==> src/rtl/spi_slave_phy.sv <==
// SPI mode-0 slave PHY: synchronizes the SPI pins into clk, assembles 16-bit RX frames and serializes TX replies.
// Define SPI_MISO_TRISTATE_EN to release spi_miso to high-Z outside an active frame.
module spi_slave_phy #(
    parameter int unsigned FRAME_BITS  = 16,
    parameter int unsigned SYNC_STAGES = 2
) (
    input  logic                  clk,
    input  logic                  rst_n,
    input  logic                  spi_sclk,
    input  logic                  spi_cs_n,
    input  logic                  spi_mosi,
    output logic                  spi_miso,
    output logic                  rx_data_ready,
    output logic [FRAME_BITS-1:0] rx_data,
    input  logic                  tx_data_ready,
    input  logic [FRAME_BITS-1:0] tx_data,
    output logic                  spi_clk_error
);

    localparam int unsigned CNT_W = $clog2(FRAME_BITS);
    localparam logic [CNT_W-1:0] LAST_BIT = CNT_W'(FRAME_BITS - 1);

    typedef enum logic {
        IDLE   = 1'b0,
        ACTIVE = 1'b1
    } state_t;

    state_t state_q, state_d;

    logic [SYNC_STAGES-1:0] sclk_sync;
    logic [SYNC_STAGES-1:0] cs_sync;
    logic [SYNC_STAGES-1:0] mosi_sync;
    logic [SYNC_STAGES:0]   flush;
    logic                   sclk_q;
    logic                   cs_q;
    logic                   armed;

    logic sclk_s, cs_s, mosi_s;
    logic sclk_rise, sclk_fall, cs_rise, cs_fall;

    logic [CNT_W-1:0]      bit_cnt;
    logic [FRAME_BITS-1:0] rx_shift;
    logic [FRAME_BITS-1:0] tx_shift;
    logic [FRAME_BITS-1:0] pend_data;
    logic                  pend_valid;

    logic load_tx, shift_rx, shift_tx, frame_done, err_det;

    // Pin synchronizers; reset values model an idle bus (cs_n high, sclk/mosi low).
    always_ff @(posedge clk or negedge rst_n) begin
        if (!rst_n) begin
            sclk_sync <= '0;
            cs_sync   <= '1;
            mosi_sync <= '0;
        end else begin
            sclk_sync <= {sclk_sync[SYNC_STAGES-2:0], spi_sclk};
            cs_sync   <= {cs_sync[SYNC_STAGES-2:0], spi_cs_n};
            mosi_sync <= {mosi_sync[SYNC_STAGES-2:0], spi_mosi};
        end
    end

    assign sclk_s = sclk_sync[SYNC_STAGES-1];
    assign cs_s   = cs_sync[SYNC_STAGES-1];
    assign mosi_s = mosi_sync[SYNC_STAGES-1];

    // Edge history, plus an arm flag so a cs_n already low at reset release never opens a frame.
    always_ff @(posedge clk or negedge rst_n) begin
        if (!rst_n) begin
            sclk_q <= 1'b0;
            cs_q   <= 1'b1;
            flush  <= '0;
            armed  <= 1'b0;
        end else begin
            sclk_q <= sclk_s;
            cs_q   <= cs_s;
            flush  <= {flush[SYNC_STAGES-1:0], 1'b1};
            if (flush[SYNC_STAGES] && cs_s) begin
                armed <= 1'b1;
            end
        end
    end

    assign sclk_rise = sclk_s & ~sclk_q;
    assign sclk_fall = ~sclk_s & sclk_q;
    assign cs_rise   = cs_s & ~cs_q;
    assign cs_fall   = armed & cs_q & ~cs_s;

    always_ff @(posedge clk or negedge rst_n) begin
        if (!rst_n) begin
            state_q <= IDLE;
        end else begin
            state_q <= state_d;
        end
    end

    // Next state and per-cycle datapath strobes.
    always_comb begin
        state_d    = state_q;
        load_tx    = 1'b0;
        shift_rx   = 1'b0;
        shift_tx   = 1'b0;
        frame_done = 1'b0;
        err_det    = 1'b0;
        case (state_q)
            IDLE: begin
                if (cs_fall) begin
                    state_d = ACTIVE;
                    load_tx = 1'b1;
                    err_det = sclk_s;
                end
            end
            ACTIVE: begin
                if (cs_rise) begin
                    state_d = IDLE;
                    err_det = (bit_cnt != '0);
                end else begin
                    if (sclk_rise) begin
                        shift_rx = 1'b1;
                        if (bit_cnt == LAST_BIT) begin
                            frame_done = 1'b1;
                            load_tx    = 1'b1;
                        end
                    end
                    // The falling edge that closes a frame must not consume the reloaded MSB.
                    if (sclk_fall && (bit_cnt != '0)) begin
                        shift_tx = 1'b1;
                    end
                end
            end
            default: begin
                state_d = IDLE;
            end
        endcase
    end

    // Receive path: bit counter, shift register and frame hand-off.
    always_ff @(posedge clk or negedge rst_n) begin
        if (!rst_n) begin
            bit_cnt       <= '0;
            rx_shift      <= '0;
            rx_data       <= '0;
            rx_data_ready <= 1'b0;
            spi_clk_error <= 1'b0;
        end else begin
            rx_data_ready <= frame_done;
            spi_clk_error <= err_det;
            if (state_q == IDLE) begin
                bit_cnt <= '0;
            end else if (shift_rx) begin
                bit_cnt <= bit_cnt + CNT_W'(1);
            end
            if (shift_rx) begin
                rx_shift <= {rx_shift[FRAME_BITS-2:0], mosi_s};
            end
            if (frame_done) begin
                rx_data <= {rx_shift[FRAME_BITS-2:0], mosi_s};
            end
        end
    end

    // Transmit path: pending reply buffer and MSB-first shift register.
    always_ff @(posedge clk or negedge rst_n) begin
        if (!rst_n) begin
            tx_shift   <= '0;
            pend_data  <= '0;
            pend_valid <= 1'b0;
        end else begin
            if (load_tx) begin
                pend_valid <= 1'b0;
                if (tx_data_ready) begin
                    tx_shift <= tx_data;
                end else if (pend_valid) begin
                    tx_shift <= pend_data;
                end else begin
                    tx_shift <= '0;
                end
            end else begin
                if (tx_data_ready) begin
                    pend_valid <= 1'b1;
                end
                if (shift_tx) begin
                    tx_shift <= {tx_shift[FRAME_BITS-2:0], 1'b0};
                end
            end
            if (tx_data_ready) begin
                pend_data <= tx_data;
            end
        end
    end

`ifdef SPI_MISO_TRISTATE_EN
    assign spi_miso = (state_q == ACTIVE) ? tx_shift[FRAME_BITS-1] : 1'bz;
`else
    assign spi_miso = (state_q == ACTIVE) & tx_shift[FRAME_BITS-1];
`endif

endmodule

==> config.mk <==
export PLATFORM = sky130hd
export DESIGN_NAME = spi_slave_phy
export DESIGN_NICKNAME = d
export VERILOG_FILES = /design/src/rtl/spi_slave_phy.sv
export SDC_FILE = /design/constraint.sdc
export NUM_CORES = 1
export LEC_CHECK = 0
export CAP_MARGIN = 0
export CORE_MARGIN = 3
export CORE_UTILIZATION = 50
export DETAILED_ROUTE_END_ITERATION = 8
export DONT_BUFFER_PORTS = 1
export REMOVE_ABC_BUFFERS = 1
export SYNTH_ARGS = -nofsm -noshare
export SYNTH_HDL_FRONTEND = slang
export SYNTH_SLANG_ARGS = --single-unit
==> constraint.sdc <==
create_clock -name clk -period 4.85 [get_ports clk]
set_input_delay 0.97 -clock clk [delete_from_list [all_inputs] [get_ports clk]]
set_output_delay 0.97 -clock clk [all_outputs]
set_load 0.01 [all_outputs]
Word level (Yosys, flattened, before mapping)

Index checks and enable logic that the tools add are counted.

$add $sub $neg: 1
$mul: 0
Div/mod/pow operators: 0
Order comparisons: 0
Equal/unequal tests: 2
Shift operators: 0
Mux-type cells: 25
Bitwise operators: 11
Reduce and logical (&&, ||, !) cells: 5

Operators with widths:

| cell                                                             | number |
|---|---|
| 16-bit two-way mux                                               | 4 |
| 1-bit two-way mux                                                | 16 |
| 4-bit two-way mux                                                | 2 |
| 1-bit AND                                                        | 6 |
| 1-bit case mux with 2 select lines                               | 3 |
| 1-bit NOT                                                        | 5 |
| 4-bit by 1-bit adder with 4-bit output (second input constant)   | 1 |
| 4-bit equality test (second input constant)                      | 1 |
| 2-bit nonzero test                                               | 2 |
| 4-bit nonzero test                                               | 1 |
| 1-bit logical AND                                                | 2 |
| 2-bit by 1-bit != test with 1-bit output (second input constant) | 1 |

Register bits after elaboration: 83
Latch bits: 0
Bits in writable memories: 0
ROM bits: 0
Input port bits: 22
Output and inout bits: 19
Word-level logic and storage cells: 60
Memories kept: 0

Logic depth before layout (Yosys ltp)

Depth in word-level cells: 8
Gate-level depth with buffers: 7
Gate-level depth less buffers: 6

Worst setup path before layout

No wires, ideal clock.

Kind: register to register
Start: reg bit_cnt[0]
End: reg tx_shift[9]
Library setup time: 0.129 ns
Arrival: 1.600 ns
Data required time: 4.721 ns
Path slack: 3.121 ns
Stages on the path, launching flop included: 8
Buffers on the path: 1
Clock period less this slack: 1.729 ns
Cell sequence: dfrtp_1 -> inv_1 -> ha_1 -> or3b_1 -> nand4_4 -> buf_8 -> mux2i_1 -> o22ai_2

Word-level cells in the longest chain between the ends: 6
Elaborated cells on any way between the ends: 12
Classes of those cells: eq/ne: 1; mux: 8; reduce/logical: 3

Ends and longest elaborated chain:

| item                                                                           | RTL line | source |
|---|---|---|
| start: declaration                                                             | 41       | `logic [CNT_W-1:0] bit_cnt;` |
| start signal: assignment                                                       | 150      | `bit_cnt <= bit_cnt + CNT_W'(1);` |
| 4-bit equality test / 4-bit nonzero test (equally long branches)               | 119, 125 |  |
| 1-bit two-way mux / 1-bit logical AND (equally long branches)                  | 119, 125 |  |
| 1-bit two-way mux (on tied branches)                                           | 117, 125 |  |
| 1-bit two-way mux                                                              | 113      | `if (cs_rise) begin` |
| 1-bit case mux with 2 select lines / 1-bit two-way mux (equally long branches) | 104      | `case (state_q)` |
| 16-bit two-way mux / 2-bit nonzero test (equally long branches)                | -        |  |
| end signal: assignment                                                         | 171      | `tx_shift <= tx_data;` |
| end signal: assignment                                                         | 173      | `tx_shift <= pend_data;` |
| end signal: assignment                                                         | 182      | `tx_shift <= {tx_shift[FRAME_BITS-2:0], 1'b0};` |
| end: declaration                                                               | 43       | `logic [FRAME_BITS-1:0] tx_shift;` |

Parallel ways exist; a longest one is shown, timed or not.
A chain may end at the register's enable or synchronous reset.

Worst setup path after layout

Start: reg cs_q
End: reg tx_shift[12]

Word-level cells in the longest chain between the ends: 5
Elaborated cells on any way between the ends: 11
Classes of those cells: mux: 6; bitwise: 4; reduce/logical: 1

Ends and longest elaborated chain:

| item                                                                           | RTL line | source |
|---|---|---|
| start: declaration                                                             | 35       | `logic cs_q;` |
| start signal: assignment                                                       | 75       | `cs_q <= cs_s;` |
| 1-bit AND / 1-bit NOT (equally long branches)                                  | 86, 85   |  |
| 1-bit AND (on tied branches)                                                   | 86, 85   |  |
| 1-bit two-way mux (on tied branches)                                           | 106, 113 |  |
| 1-bit case mux with 2 select lines / 1-bit two-way mux (equally long branches) | 104      |  |
| 16-bit two-way mux / 2-bit nonzero test (equally long branches)                | -        |  |

Parallel ways exist; a longest one is shown, timed or not.

==> flow_metrics.py <==
metrics = {
    "critical_path": {
        "slowest_delay_ps": 790,
        "worst_setup_path_start_kind": "register",
        "end_kind": "register",
        "r2r_slack_ps": 2390,
        "worstPathMaxFanout": 18,
        "cp.arrival_ps": 2710,
        "worstPathCellList": "and2b_4 -> nor3_4 -> or2_1 -> mux2i_1",
        "slowest_stage": "nor3_4",
        "crit_required_ps": 5100,
        "worst-setup-path-type": "register to register",
    },
    "synthesis": {
        "synth.top_cells.by_area": "dfrtp_1 60%, mux2_2 11%, mux2i_1 9.3%, o22ai_1 2.8%, dfstp_2 2.4%",
        "synth_edf_count": 0,
        "synthDistinctLibCells": 35,
        "synth-seq-cells": 83,
        "synth.avg_cell_area_sq_um": 14.5,
        "synthCells": 230,
        "ys_seq_area_share_pct": 62.5,
        "netlist_area_sq_um": 3330,
        "yosysTopAreaCell": "dfrtp_1",
        "synth_top_area_share_pct": 60.1,
        "ys.flop_type": "dfrtp_1",
        "synth_warnings": 0,
        "synth-async-reset-ratio_pct": 100,
    },
    "drt": {
        "viasPerCell": 5.35,
        "ant_nets": 0,
        "drc": 0,
        "drt-total-wl_um": 4840,
        "via_count": 1679,
        "drt-pass1-iter-count": 4,
        "post_drt_wl_per_cell_um": 15.4,
        "first_iter_violations": 72,
    },
    "place": {
        "hpwl_um": 3190,
        "place_worst_setup_slack_ps": 2390,
        "dp_cells": 298,
        "routabilityCongestion": 0.720,
        "port_buffers": 0,
    },
    "floorplan": {
        "core_sq_um": 6390,
        "die_h_um": 87.6,
        "die_w_um": 87.6,
        "ioPinCount": 41,
        "die_area_sq_um": 7680,
        "num_rows": 29,
        "start_util_pct": 52.2,
    },
    "sta": {
        "period_share_pct": 50.6,
        "worst_pin_slew_ps": 954,
        "setup_tns_ps": 0,
        "timing.hold.ws_ps": 325,
        "hold_viol": 0,
        "final.min_clock_period_ps": 2460,
        "slew_violations": 0,
        "relSlewSlack_pct": 36.2,
        "fmax_ghz": 0.407,
        "rsz0062_at_grt": "false",
        "finClkSkew_ps": 7.80,
        "layout_setup_ws_ps": 2390,
        "setup_viol": 0,
    },
    "clock_network": {
        "postCtsSetupRepairBufs": 0,
        "cts_tree": "done",
        "ctsHoldBuffers": 0,
        "htreeDepth": 3,
        "cts_root_buffer": "clkbuf_8",
        "clock_latency_ps": 330,
        "clockBufferDepth": 2,
        "clkSinkCount": 83,
        "clkSlewWorstSetupHoldPaths_ps": 80,
        "cts_resized": 0,
        "numCtsBuffers": 9,
    },
    "global_route": {
        "antenna_found_initial": 0,
        "grt_pass1_vias": 1814,
        "grt_max_degree": 84,
        "grt_overflow": 0,
        "grt_usage_pct": 14.3,
        "grt_pass1_wl_um": 8450,
    },
    "min_path": {
        "hold_class": "input pin to asynchronous set/reset pin",
    },
    "finish": {
        "fillCellCount": 542,
        "final_nets": 256,
        "diodes": 0,
        "stdcell_count": 314,
        "drive_gt1_share_pct": 22.8,
        "syn_to_final_growth_pct": 6.16,
    },
    "power": {
        "vdd_ir_drop_max_v": 0.000232,
        "leakage_nw": 1.79,
        "power_per_cell_area_nw_per_um2": 427,
        "total_power_w": 0.00151,
    },
    "run_status": {
        "status": "finished clean",
    },
    "run": {
        "drv_cap": 0,
    },
}
==> critical path, delay by kind of cell, from the launching register on <==
family / cells / cell delay, ps
DFF: 1 / 540
and+or+nand+nor: 3 / 1590
muxes: 1 / 250
==> final timing paths <==
path / start / to / cells past startpoint
max: cs_q / tx_shift[12] / 4
min: rst_n / rx_data[15] / 0
max reg2reg: cs_q / tx_shift[12] / 4
min reg2reg: flush[0] / flush[1] / 0
max in group asynchronous: rst_n / cs_q / 0
min in group clk: flush[0] / flush[1] / 0
==> logic make-up (layout without fill, tap and decap cells) <==
logic type | after synthesis | after routing | synth area share [%]
AO/OA/AOI/OAI | 21 | 21 | 4.62
XOR/XNOR | 3 | 3 | 0.789
adder cells (fa/ha/maj) | 2 | 2 | 0.751
buffers and inverters | 27 | 34 | 5.15
flip-flops | 83 | 83 | 62.5
multiplexers | 63 | 63 | 20.1
other | 1 | 1 | 0.113
AND/OR/NAND/NOR | 30 | 30 | 5.97
==> synth_stat cells, types with 2 or more instances <==
| library cell | n |
|---|---|
| buf_2 | 2 |
| inv_1 | 18 |
| nor2b_1 | 2 |
| nand2_1 | 5 |
| xnor2_1 | 2 |
| dfrtp_1 | 80 |
| and2_1 | 4 |
| nand3_1 | 3 |
| buf_8 | 4 |
| dfstp_2 | 3 |
| mux2i_1 | 31 |
| nor3_1 | 2 |
| ha_1 | 2 |
| mux2_2 | 32 |
| nor2_1 | 4 |
| o22ai_1 | 15 |
| buf_6 | 3 |
==> routing by layer <==
layer | vias up | global-route usage (%) | wire length (um)
met2 | 29 | 21.4 | 2280
li1 | 792 | - | -
met3 | 11 | 3.86 | 241
met5 | - | 0 | 0
met4 | 0 | 7.53 | 96
met1 | 847 | 19.2 | 2220
==> layout make-up <==
type                            instances  area [sq um]  area share (%)
Clock inverter                          2          60.1            1.70
Multi-Input combinational cell        120          1080            30.5
Inverter                               18          67.6            1.91
Tap cell                               77          96.3            2.72
Clock buffer                           14           153            4.32
Sequential cell                        83          2080            58.8
==> placed cells by master, fill, tap and decap left out, types with 4 or more instances in the layout <==
master	n
mux2i_1	31
nand2_1	5
clkbuf_1	4
mux2_2	32
and2_1	4
inv_1	18
dfrtp_1	80
nor2_1	4
o22ai_1	15
clkbuf_8	10
==> power breakdown <==
part           internal, W  leakage, nW  switching, W
Combinational    0.0000811        0.639     0.0000612
Sequential        0.000788         1.05     0.0000539
Clock             0.000306        0.105      0.000219
Total              0.00117         1.79      0.000334
==> flip-flops by register name (all words and copies together) (netlist names) <==
name / count
cs_q: 1
pend_data: 16
cs_sync: 2
rx_data_ready: 1
flush: 3
bit_cnt: 4
spi_clk_error: 1
rx_data: 16
sclk_q: 1
mosi_sync: 2
pend_valid: 1
sclk_sync: 2
rx_shift: 15
state_q: 1
armed: 1
tx_shift: 16
==> metrics by stage <==
stage	utilization [%]	area, sq um
final	55.4	3540
after global routing	55.4	3540
after CTS	55.4	3540
after detailed placement	52.0	3320
after global placement	52.0	3320
after floorplan	-	3230
Note: power is estimated with default switching activity, not from simulation.
